### src/rtl/qpu_exu_flush_ctrl_pkg.sv
`default_nettype none
// qpu_exu_flush_ctrl_pkg: shared PC width and the flush-controller state encoding.
`ifndef QPU_PC_SIZE
`define QPU_PC_SIZE 32
`endif
`ifndef QPU_FLUSH_ST_IDLE
`define QPU_FLUSH_ST_IDLE 1'b0
`endif
`ifndef QPU_FLUSH_ST_REQ
`define QPU_FLUSH_ST_REQ 1'b1
`endif

package qpu_exu_flush_ctrl_pkg;

  localparam int PC_W = `QPU_PC_SIZE;

  typedef enum logic {
    ST_IDLE = `QPU_FLUSH_ST_IDLE,
    ST_REQ  = `QPU_FLUSH_ST_REQ
  } flush_state_e;

endpackage

`default_nettype wire

### src/rtl/qpu_gnrl_dfflr.sv
`default_nettype none
// qpu_gnrl_dfflr: generic load-enabled flop, asynchronously cleared to zero.

module qpu_gnrl_dfflr #(
  parameter int DW = 1
) (
  input  logic          clk,
  input  logic          rst_n,
  input  logic          lden,
  input  logic [DW-1:0] dnxt,
  output logic [DW-1:0] qout
);

  always_ff @(posedge clk or negedge rst_n) begin
    if (!rst_n) begin
      qout <= '0;
    end else if (lden) begin
      qout <= dnxt;
    end
  end

endmodule

`default_nettype wire

### src/rtl/qpu_exu_flush_ctrl.sv
`default_nettype none
// qpu_exu_flush_ctrl: arbitrates branch-mispredict and redirect flushes into one
// registered IFU flush handshake, with a kill pulse and a saturating event count.

module qpu_exu_flush_ctrl
  import qpu_exu_flush_ctrl_pkg::*;
#(
  parameter int CNT_W = 16
) (
  input  logic             clk,
  input  logic             rst_n,
  input  logic             brchmis_flush_req,
  output logic             brchmis_flush_ack,
  input  logic [PC_W-1:0]  brchmis_flush_add_op1,
  input  logic [PC_W-1:0]  brchmis_flush_add_op2,
  input  logic             redir_flush_req,
  output logic             redir_flush_ack,
  input  logic [PC_W-1:0]  redir_flush_pc,
  output logic             ifu_flush_req,
  output logic [PC_W-1:0]  ifu_flush_pc,
  input  logic             ifu_flush_ack,
  output logic             pipe_flush_pulse,
  output logic             flush_busy,
  output logic [CNT_W-1:0] flush_cnt
);

  flush_state_e     state_q;
  flush_state_e     state_d;
  logic             state_bit_q;
  logic             accept;
  logic [PC_W-1:0]  brch_tgt;
  logic [PC_W-1:0]  pc_d;
  logic [PC_W-1:0]  pc_q;
  logic [CNT_W-1:0] cnt_d;
  logic [CNT_W-1:0] cnt_q;
  logic             cnt_en;

  // The only PC adder in the block; wraps at the PC width.
  assign brch_tgt = brchmis_flush_add_op1 + brchmis_flush_add_op2;

  always_comb begin
    state_d           = state_q;
    brchmis_flush_ack = 1'b0;
    redir_flush_ack   = 1'b0;
    case (state_q)
      ST_IDLE: begin
        brchmis_flush_ack = brchmis_flush_req;
        redir_flush_ack   = redir_flush_req & ~brchmis_flush_req;
        if (brchmis_flush_req | redir_flush_req) begin
          state_d = ST_REQ;
        end
      end
      ST_REQ: begin
        if (ifu_flush_ack) begin
          state_d = ST_IDLE;
        end
      end
      default: state_d = ST_IDLE;
    endcase
  end

  assign accept = brchmis_flush_ack | redir_flush_ack;
  assign pc_d   = brchmis_flush_req ? brch_tgt : redir_flush_pc;
  assign cnt_en = accept & ~(&cnt_q);
  assign cnt_d  = cnt_q + CNT_W'(1);

  qpu_gnrl_dfflr #(.DW(1)) u_state_dff (
    .clk   (clk),
    .rst_n (rst_n),
    .lden  (1'b1),
    .dnxt  (state_d),
    .qout  (state_bit_q)
  );

  assign state_q = flush_state_e'(state_bit_q);

  qpu_gnrl_dfflr #(.DW(PC_W)) u_pc_dff (
    .clk   (clk),
    .rst_n (rst_n),
    .lden  (accept),
    .dnxt  (pc_d),
    .qout  (pc_q)
  );

  qpu_gnrl_dfflr #(.DW(CNT_W)) u_cnt_dff (
    .clk   (clk),
    .rst_n (rst_n),
    .lden  (cnt_en),
    .dnxt  (cnt_d),
    .qout  (cnt_q)
  );

  assign ifu_flush_req    = (state_q == ST_REQ);
  assign flush_busy       = (state_q == ST_REQ);
  assign ifu_flush_pc     = pc_q;
  assign flush_cnt        = cnt_q;
  assign pipe_flush_pulse = accept;

endmodule

`default_nettype wire

### config.mk
export PLATFORM = sky130hd
export DESIGN_NAME = qpu_exu_flush_ctrl
export DESIGN_NICKNAME = d
export VERILOG_FILES = /design/src/rtl/qpu_exu_flush_ctrl_pkg.sv /design/src/rtl/qpu_gnrl_dfflr.sv /design/src/rtl/qpu_exu_flush_ctrl.sv
export SDC_FILE = /design/constraint.sdc
export NUM_CORES = 1
export LEC_CHECK = 0
export CAP_MARGIN = 20
export CORE_ASPECT_RATIO = 0.8
export CORE_MARGIN = 2
export CORE_UTILIZATION = 40
export CTS_BUF_LIST = sky130_fd_sc_hd__clkbuf_4 sky130_fd_sc_hd__clkbuf_8
export DETAILED_ROUTE_END_ITERATION = 8
export PLACE_DENSITY = 0.83
export SKIP_CTS_REPAIR_TIMING = 1
export SYNTH_ARGS = -nofsm -noshare
export SYNTH_HDL_FRONTEND = slang
export SYNTH_HIERARCHICAL = 1
export SYNTH_SLANG_ARGS = --single-unit
### constraint.sdc
create_clock -name clk -period 3.01 [get_ports clk]
set_input_delay 0.602 -clock clk [delete_from_list [all_inputs] [get_ports clk]]
set_output_delay 0.602 -clock clk [all_outputs]
set_load 0.03 [all_outputs]
==> results.sh <==
export IMPL_finalWorstPathRequiredPeriod_ps=2970
export IMPL_critical_path_max_stage_delay_ps=460
export IMPL_post_synth_top_area_fraction_pct=27.1
export IMPL_worst_slew_pin_transition_ps=681
export IMPL_die_height_um=99.1
export IMPL_antenna_cells=0
export IMPL_arrival_time_at_the_worst_endpoint_ps=3170
export IMPL_clock_skew_final_ps=6.52
export IMPL_critical_path_reg2reg_startpoint="u_cnt_dff/qout[2]"
export IMPL_drt_antenna_violating_nets=0
export IMPL_groute_layer_met1_usage_pct=28.8
export IMPL_full_die_area_mm2=0.0122
export IMPL_drt_pass1_iterations=4
export IMPL_worstPathRequired_ps=3210
export IMPL_cts_tree="done"
export IMPL_category_of_the_critical_setup_timing_path="input pin to flop"
export IMPL_fin_hold_ws_ps=413
export IMPL_synth_sequential_area_ratio_pct=27.1
export IMPL_crit_path_end_kind="flop"
export IMPL_reg2reg_to="u_cnt_dff/qout[1]"
export IMPL_p_comb_share_pct=63.9
export IMPL_synth_simple_gate_area_share_pct=12.3
export IMPL_port_buffers=153
export IMPL_synthFlopType="dfrtp_1"
export IMPL_final_replace_weighted_congestion=0.921
export IMPL_grt_first_pass_wirelength_um=21500
export IMPL_drc=0
export IMPL_hpwl_detailed_um=10700
export IMPL_finalNetCount=808
export IMPL_routedWlPerCell_um=17.2
export IMPL_core_area_mm2=0.0109
export IMPL_cts_htree_levels=2
export IMPL_yosysTopAreaCell="dfrtp_1"
export IMPL_ys_warn_count=6
export IMPL_place_ws_ps=-674
export IMPL_internal_power_w=0.00255
export IMPL_synth_area_top_cells="dfrtp_1, mux2_4, ha_1, mux2_2, xnor2_1"
export IMPL_worst_path_max_delay_cell="clkdlybuf4s50_1"
export IMPL_fraction_of_layout_cells_with_a_size_suffix_above_1_pct=29.3
export IMPL_power_frac_seq_pct=26.5
export IMPL_postSynthAreaPerCell_um2=9.91
export IMPL_critPathMaxFanout=5
export IMPL_clock_sinks=49
export IMPL_drv_cap=0
export IMPL_tritoncts_num_buffers=5
export IMPL_clkLatencyLatePin_ps=300
export IMPL_grt_usage_pct=22.0
export IMPL_power_density_mw_per_mm2=628
export IMPL_final_core_utilization_pct=64.2
export IMPL_final_critical_path_setup_slack_ps=37.6
export IMPL_placed_area_mm2=0.00663
export IMPL_netSwitchingPower_w=0.00186
export IMPL_initial_antenna_violation_count=0
export IMPL_post_synthesis_adder_cell_area_fraction_pct=9.30
export IMPL_synthesis_nets=590
export IMPL_worst_min_delay_path_class="input pin to async pin"
export IMPL_globalRoute_busiestLayer="met2"
export IMPL_layout_worst_path_cycle_share_pct=98.7
export IMPL_post_synth_inst_count=456
export IMPL_clock_power_share_pct=9.7
export IMPL_synth_top_family_by_area="multiplexers"
export IMPL_post_synthesis_cell_type_count=64
export IMPL_max_slew_margin_pct=54.6
export IMPL_clk_path_buf_depth=2
export IMPL_total_power_w=0.00441
export IMPL_report_final_setup_viol=0
export IMPL_routed_via_density=5.34
export IMPL_clock_fmax_mhz=336
export IMPL_ctsRootBufferMaster="clkbuf_8"
export IMPL_worst_setup_slack_for_register_to_register_paths_ps=760
export IMPL_synth_edf_count=0
export IMPL_met3_usage_pct=3.65
export IMPL_yosys_register_bits=49
export IMPL_cp_start_kind="input pin"
export IMPL_layout_overhead_on_the_synthesized_area_pct=55.3
export IMPL_synthXorXnorAreaFrac_pct=6.98
export IMPL_register_clock_pin_slew_on_the_reported_worst_setup_and_hold_paths_ps=100
export IMPL_post_synthesis_cell_area_mm2=0.00452
export IMPL_start_util_pct=41.3
export IMPL_synth_compound_gate_area_share_pct=18.9
export IMPL_initial_drc_count=241
export IMPL_power_switching_fraction_pct=42.3
export IMPL_synth_mux_area_share_pct=20.1
export IMPL_drt_wl_total_um=14100
export IMPL_io_pins=154
export IMPL_crit_chain="clkdlybuf4s50_1 -> ha_4 -> o21ai_2 -> a21o_1 -> o211ai_1 -> nand2_1 -> o31a_2 -> nor3_2 -> nor3_1 -> nand3b_1 -> mux2_4"
export IMPL_grtUsageMet2_pct=38.4
export IMPL_synth_async_reset_ratio_pct=100
export IMPL_p_leak_nw=3.24
export IMPL_run_status="completed"
export IMPL_layout_cell_area_non_filler_mm2=0.00702
export IMPL_drv_slew=0
export IMPL_pin_count_of_the_biggest_net_entering_global_routing=50
export IMPL_hold_viol_final=0
export IMPL_number_of_global_route_vias_before_repair=4489
export IMPL_ff2ff_path_depth=8
export IMPL_overall_overflow_remaining_after_global_route=0
export IMPL_max_vdd_ir_drop_v=0.000322
export IMPL_rows=34
export IMPL_vias=4372
export IMPL_die_w_um=123
==> worst max-delay path, delay by kind of cell <==
family          cells  cell delay (ps)
compound gates      4              900
simple gates        4              640
buf+inv             1              460
fa+ha+maj           1              310
mux                 1              260
==> power groups by stage <==
stage / Sequential (W) / Combinational, W / Clock (W)
floorplan: 0.00165 / 0.00125 / 0
global placement: 0.00116 / 0.00269 / 0
detailed placement: 0.00117 / 0.00275 / 0
CTS: 0.00116 / 0.00276 / 0.000441
global route: 0.00121 / 0.00296 / 0.000466
finish: 0.00117 / 0.00282 / 0.000426
==> per-stage QoR <==
stage | instances | setup TNS [ps]
detailed placement | 807 | -10070
global placement | 807 | -7600
finish | 819 | 0
floorplan | 456 | 0
CTS | 815 | -3370
global route | 819 | -6.16
==> layout make-up <==
| cell class | instances | area, um^2 |
|---|---|---|
| fillers | 875 | 3920 |
| multi-input cells | 367 | 3280 |
| repair buffers | 234 | 2170 |
| flip-flops and latches | 49 | 1230 |
| well taps | 144 | 180 |
| clock buffers | 5 | 68.8 |
| inverters | 17 | 63.8 |
| clock inverters | 3 | 25.0 |
==> registers in the layout, summed over array words and instances (netlist names) <==
name / count
u_pc_dff/qout: 32
u_state_dff/qout: 1
u_cnt_dff/qout: 16
==> metal layers <==
metal	vias up	share of wire (%)
li1	2118	-
met1	2071	44
met2	163	48
met3	20	6.4
met4	0	1.3
met5	-	0
==> cells in the final DEF (no fill, tap or decap), drive strengths merged, types with 2 or more instances in the layout <==
cell type / n
clkdlybuf4s50: 131
buf: 85
mux2: 67
dfrtp: 49
a21oi: 37
ha: 32
xnor2: 29
nand2: 25
nor2: 21
a21o: 21
nand3: 19
inv: 19
dlymetal6s2s: 18
o21ai: 15
and3: 8
nor3: 8
xor2: 7
nand4: 7
or3: 5
clkbuf: 5
a211oi: 5
o211ai: 4
o21bai: 4
a31o: 4
a31oi: 4
a221o: 3
o21a: 3
nor3b: 3
o31a: 3
nor2b: 3
nor4: 3
a211o: 2
o211a: 2
nand3b: 2
o31ai: 2
nand2b: 2
o311ai: 2
a41oi: 2
==> synthesized netlist by cell type, drive strengths merged (4+ instances only) <==
master	instances
mux2	67
dfrtp	49
a21oi	37
ha	32
xnor2	29
nand2	25
a21o	21
nor2	21
nand3	19
inv	17
o21ai	15
clkbuf	14
buf	9
and3	8
nor3	8
nand4	7
xor2	7
a211oi	5
or3	5
a31o	4
a31oi	4
o211ai	4
o21bai	4
==> cells by family after synthesis <==
group | after synthesis
fa+ha+maj | 33
simple gates | 109
flops | 49
xor+xnor | 36
buf+inv | 40
mux | 67
compound gates | 121
other cells | 1
==> worst max path at each step <==
stage,startpoint,to,slack (ps)
6_report,brchmis_flush_add_op2[8],u_pc_dff/qout[28],40
5_1_grt,brchmis_flush_add_op2[8],u_pc_dff/qout[24],-6
4_1_cts,brchmis_flush_add_op1[0],u_pc_dff/qout[26],-350
3_5_place_dp,brchmis_flush_add_op1[0],u_pc_dff/qout[26],-670
3_3_place_gp,brchmis_flush_add_op1[0],u_pc_dff/qout[26],-510
2_1_floorplan,brchmis_flush_add_op1[0],u_pc_dff/qout[12],40
(Power assumes the default switching activity.)
